--- src/rtl/instruction_fetch_unit.sv ---
`default_nettype none
// ============================================================================
// Module      : instruction_fetch_unit
// Description : Single-outstanding instruction fetch engine with an in-order
//               fetch buffer. Handles decode redirects by flushing buffered
//               words and discarding any in-flight response.
// Revision    : 1.0 - initial release
// ============================================================================
module instruction_fetch_unit #(
    parameter logic [31:0] RESET_VECTOR = 32'h00400000,
    parameter int          BUF_DEPTH    = 2
) (
    input  logic        CLK,
    input  logic        RESET,
    input  logic        Redirect,
    input  logic [31:0] Redirect_Address,
    output logic        IMem_Req,
    output logic [31:0] IMem_Addr,
    input  logic        IMem_Ack,
    input  logic [31:0] IMem_Data,
    output logic        Out_Valid,
    input  logic        Out_Ready,
    output logic [31:0] Out_Instruction,
    output logic [31:0] Out_PC_Plus4
);

    localparam int               PTR_W     = (BUF_DEPTH > 2) ? 2 : 1;
    localparam int               CNT_W     = PTR_W + 1;
    localparam logic [CNT_W-1:0] DEPTH_CNT = CNT_W'(BUF_DEPTH);

    typedef enum logic [1:0] {
        ST_IDLE = 2'd0,
        ST_WAIT = 2'd1,
        ST_DROP = 2'd2
    } state_t;

    state_t             state;
    logic [31:0]        fpc;
    logic [31:0]        rpc;
    logic [31:0]        fifo_instr [BUF_DEPTH];
    logic [31:0]        fifo_pc4   [BUF_DEPTH];
    logic [PTR_W-1:0]   rd_ptr;
    logic [PTR_W-1:0]   wr_ptr;
    logic [CNT_W-1:0]   count;

    logic [31:0]        target;
    logic [31:0]        next_seq;
    logic               has_space;
    logic               ack;
    logic               push;
    logic               pop;

    // Low target bits are word-offset noise from the next-PC calculation
    wire unused_addr_bits = &{1'b0, Redirect_Address[1:0]};

    // Request generation: IDLE issues from FPC when there is room, WAIT/DROP hold RPC
    always_comb begin
        target    = {Redirect_Address[31:2], 2'b00};
        has_space = (count < DEPTH_CNT);
        IMem_Req  = 1'b0;
        IMem_Addr = fpc;
        if (RESET) begin
            IMem_Req  = 1'b0;
            IMem_Addr = 32'd0;
        end else if (state == ST_IDLE) begin
            IMem_Req  = has_space & ~Redirect;
            IMem_Addr = fpc;
        end else begin
            IMem_Req  = 1'b1;
            IMem_Addr = rpc;
        end
        // Sequential successor of the address on the bus; wraps modulo 2^32
        next_seq  = IMem_Addr + 32'd4;
        // An ack only counts against a live request
        ack       = IMem_Ack & IMem_Req;
        push      = ack & ~Redirect & (state != ST_DROP);
        Out_Valid = (count != '0) & ~Redirect & ~RESET;
        pop       = Out_Valid & Out_Ready;
        Out_Instruction = RESET ? 32'd0 : fifo_instr[rd_ptr];
        Out_PC_Plus4    = RESET ? 32'd0 : fifo_pc4[rd_ptr];
    end

    // Fetch FSM together with the fetch-PC and pending-address registers
    always_ff @(posedge CLK) begin
        if (RESET) begin
            state <= ST_IDLE;
            fpc   <= RESET_VECTOR;
            rpc   <= 32'd0;
        end else begin
            case (state)
                ST_IDLE: begin
                    if (Redirect) begin
                        fpc <= target;
                    end else if (IMem_Req) begin
                        rpc <= fpc;
                        if (ack) begin
                            fpc <= next_seq;
                        end else begin
                            state <= ST_WAIT;
                        end
                    end
                end
                ST_WAIT: begin
                    if (ack) begin
                        state <= ST_IDLE;
                        fpc   <= Redirect ? target : next_seq;
                    end else if (Redirect) begin
                        fpc   <= target;
                        state <= ST_DROP;
                    end
                end
                ST_DROP: begin
                    // Newest redirect wins; the stale response is simply absorbed
                    if (Redirect) begin
                        fpc <= target;
                    end
                    if (ack) begin
                        state <= ST_IDLE;
                    end
                end
                default: begin
                    state <= ST_IDLE;
                end
            endcase
        end
    end

    // Fetch buffer: in-order FIFO, flushed wholesale on any redirect
    always_ff @(posedge CLK) begin
        if (RESET) begin
            rd_ptr <= '0;
            wr_ptr <= '0;
            count  <= '0;
            for (int i = 0; i < BUF_DEPTH; i++) begin
                fifo_instr[i] <= 32'd0;
                fifo_pc4[i]   <= 32'd0;
            end
        end else if (Redirect) begin
            rd_ptr <= '0;
            wr_ptr <= '0;
            count  <= '0;
        end else begin
            if (push) begin
                fifo_instr[wr_ptr] <= IMem_Data;
                fifo_pc4[wr_ptr]   <= next_seq;
                wr_ptr             <= wr_ptr + PTR_W'(1);
            end
            if (pop) begin
                rd_ptr <= rd_ptr + PTR_W'(1);
            end
            if (push && !pop) begin
                count <= count + CNT_W'(1);
            end else if (pop && !push) begin
                count <= count - CNT_W'(1);
            end
        end
    end

endmodule
`default_nettype wire

--- config.mk ---
export PLATFORM = sky130hd
export DESIGN_NAME = instruction_fetch_unit
export DESIGN_NICKNAME = d
export VERILOG_FILES = /design/src/rtl/instruction_fetch_unit.sv
export SDC_FILE = /design/constraint.sdc
export NUM_CORES = 1
export LEC_CHECK = 0
export ABC_AREA = 1
export BUFFER_PORTS_ARGS = -buffer_cell sky130_fd_sc_hd__buf_2
export CELL_PAD_IN_SITES_DETAIL_PLACEMENT = 1
export CELL_PAD_IN_SITES_GLOBAL_PLACEMENT = 1
export CORE_MARGIN = 2
export CORE_UTILIZATION = 39
export DETAILED_ROUTE_END_ITERATION = 8
export GPL_TIMING_DRIVEN = 1
export PLACE_DENSITY = 0.88
export SYNTH_ARGS = -nofsm -noshare
export SYNTH_HDL_FRONTEND = slang
export SYNTH_SLANG_ARGS = --single-unit
--- constraint.sdc ---
create_clock -name CLK -period 3.6 [get_ports CLK]
set_clock_uncertainty 0.1 [all_clocks]
set_input_delay 0 -clock CLK [delete_from_list [all_inputs] [get_ports CLK]]
set_output_delay 0 -clock CLK [all_outputs]
set_load 0.1 [all_outputs]
==> flow_summary_export.csv <==
group,metric,value,unit
outcome,status,"completed",
finish,nFillCells,3403,
place,portBuffers,164,
floorplan,start_util,0.396,
timing,tightest_slew,896,ps
drt,via_per_inst,5.21,
drt,detail_route.wl_per_cell,18.8,um
place,dp.cells,1843,
pwr,cellPowerDensity,755,nW/um2
place,hpwl,24.5,mm
cts,root_buffer,"clkbuf_16",
floorplan,die_h,172,um
global_route,met1_usage,0.318,
floorplan,rows,61,
finish,drive_gt1_frac,0.217,
timing,period_share,0.881,
global_route,gr-usage-met2,0.427,
timing,holdWs,23.9,ps
critical_path,path_max_fanout,10,
floorplan,dieArea,29500,um2
finish,seq_area,5270,um2
synthesis,yosys.cell_types.count,50,
global_route,grt_pass1_vias,10600,
timing,finalCriticalPeriod,3170,ps
synthesis,synthCells,1361,
global_route,grt_use_total,0.250,
cts,cts_tree,"built",
drt,ant_nets,0,
global_route,grt-ovfl-total,0,
drt,drt-initial-drc-count,735,
cts,htreeDepth,4,
global_route,grt-busiest-layer,"met2",
place,place_congestion,0.876,
timing,maxSlewViolCount,0,
timing,slew_headroom,0.402,
critical_path,critical_path_arrival,3390,ps
cts,numCtsBuffers,17,
critical_path,startpoint,"state[0]$_SDFFE_PP0P_",
pwr,vdd_drop_max,0.504,mV
cts,clock-sinks,199,
drt,wl,36.4,mm
global_route,antenna_found_initial,0,
global_route,grt_max_degree,80,
synthesis,synthesis.area,11000,um2
cts,post_cts_buffers,0,
finish,multi_input_area,4660,um2
floorplan,core,27700,um2
critical_path,worst_setup_path_end_kind,"register",
finish,final_cells,1939,
critical_path,rr_startpoint,"state[0]$_SDFFE_PP0P_",
finish,syn2layout_area_growth,20.6,%
drt,dr.pass1.iters,5,
drt,drc,0,
timing,finalSetupViolCount,0,
hold_path,min-delay-start,"RESET",
synthesis,yosysWarnings,0,
cts,insertion_delay,440,ps
timing,tns,0,ps
pwr,power.leakage,5.82,nW
cts,path_clk_slew,80,ps
critical_path,required,3820,ps
timing,fmax,315,MHz
place,dpl_cell_area,12000,um2
synthesis,synth_nets,1436,
critical_path,critPathKind,"register to register",
finish,stdcell_area,13200,um2
hold_path,hold_path_class,"input port to register",
finish,final_common_cell,"nor2_1",
synthesis,ys_seq_elements,199,
timing,layout_setup_ws,428,ps
finish,fin_nets,1624,
finish,n_antenna_cell,0,
place,place_ws,432,ps
global_route,grt_pass1_wl,56.9,mm
floorplan,ios,167,
global_route,use_met3,0.0357,
finish,final_cell_mix,"307 x nor2_1, 170 x nand2_1, 164 x buf_2",
timing,rsz0062_at_grt,"false",
floorplan,die_w,172,um
cts,cts_buffer_depth,2,
drt,vias,10100,
timing,hold_viol,0,
synthesis,ys_seq_area_frac,0.480,
synthesis,syn_area_per_cell,8.06,um2
critical_path,start_kind,"register",
run,drv_cap,0,
## critical path, cell delays in order, from the launching register on
cell and delay [ps]:
dfxtp_1 330, inv_1 110, ha_2 320, inv_2 170, nand2_2 100, nand2_2 60
nor2_4 140, ha_1 310, inv_1 140, nor3_4 260, nand2_2 130, inv_1 130
nand2_1 80, xor2_1 290, nand2_1 130, nand3_1 150, a21oi_1 90
## where the power goes
group | internal, mW | switching [mW]
combinational | 1.06 | 4.10
clock | 0.927 | 0.993
sequential | 2.73 | 0.171
total | 4.72 | 5.26
## Yosys cell counts (all sizes together)
cell       n  share of area
a211oi     1        0.00068
a21boi     2         0.0014
a21o       1        0.00068
a21oi     74          0.035
a221oi     7         0.0056
a31oi      6         0.0034
and2       6         0.0034
and3b      1        0.00080
buf       40          0.028
clkbuf    42          0.014
clkinv     2        0.00080
dfxtp     71           0.13
edfxtp   128           0.35
ha         6         0.0068
inv      155          0.053
nand2    195          0.073
nand3     68          0.043
nand3b     2         0.0017
nand4     11         0.0068
nor2     338           0.13
nor3       9          0.011
o2111ai    4         0.0032
o211ai     4         0.0027
o21a       2         0.0014
o21ai    148          0.068
o22ai      1        0.00057
o31ai      5         0.0034
or2       18          0.010
xor2      14          0.012
## registers in the layout (all words and copies together) (netlist names), named ones only
signal	flops
rpc	32
state	2
wr_ptr	1
count	2
fpc	32
rd_ptr	1
fifo_instr	64
fifo_pc4	64
## through the flow
step	total power, mW	utilization
after global routing	10.5	0.477
after global placement	7.78	0.433
final	9.98	0.477
after detailed placement	7.96	0.433
after CTS	9.97	0.477
after floorplan	6.94	-
## cell families (layout without fill, tap and decap cells)
kind of cell	after synthesis	count (layout)	share of synthesized area
AND/OR/NAND/NOR	648	648	0.279
AO/OA/AOI/OAI	255	255	0.126
adder cells (fa/ha/maj)	6	6	0.00685
buffers and inverters	239	439	0.0961
flip-flops	199	199	0.480
XOR/XNOR	14	14	0.0119
## per-layer routing
metal / vias up / share of wire
met5: - / 0
met4: 0 / 0.032
met3: 70 / 0.050
met2: 317 / 0.49
met1: 4926 / 0.43
li1: 4793 / -
## cell type report
class                      count  share of cell area
sequential                   199               0.398
timing repair buffer         251               0.125
tap                          378              0.0358
clock inverter                14              0.0115
clock buffer                  17              0.0322
multi-input combinational    923               0.353
inverter                     157              0.0449
## what timing repair did
| item | 4_1_cts | 5_1_grt |
|---|---|---|
| setup endpoints to repair | 0 | 2 |
| hold buffers | 65 | 0 |
| resized for setup | 0 | 1 |
| endpoints found under the hold margin | 98 | 0 |
## final timing paths
path,endpoint,slack (ps),depth (start not counted)
min reg2reg,rpc[29]$_SDFFE_PP0P_,360,2
min,fpc[0]$_SDFFE_PP0P_,20,3
max reg2reg,fpc[18]$_SDFFE_PP0P_,430,16
max,fpc[18]$_SDFFE_PP0P_,430,16
Power figures use the tool's default switching activity.
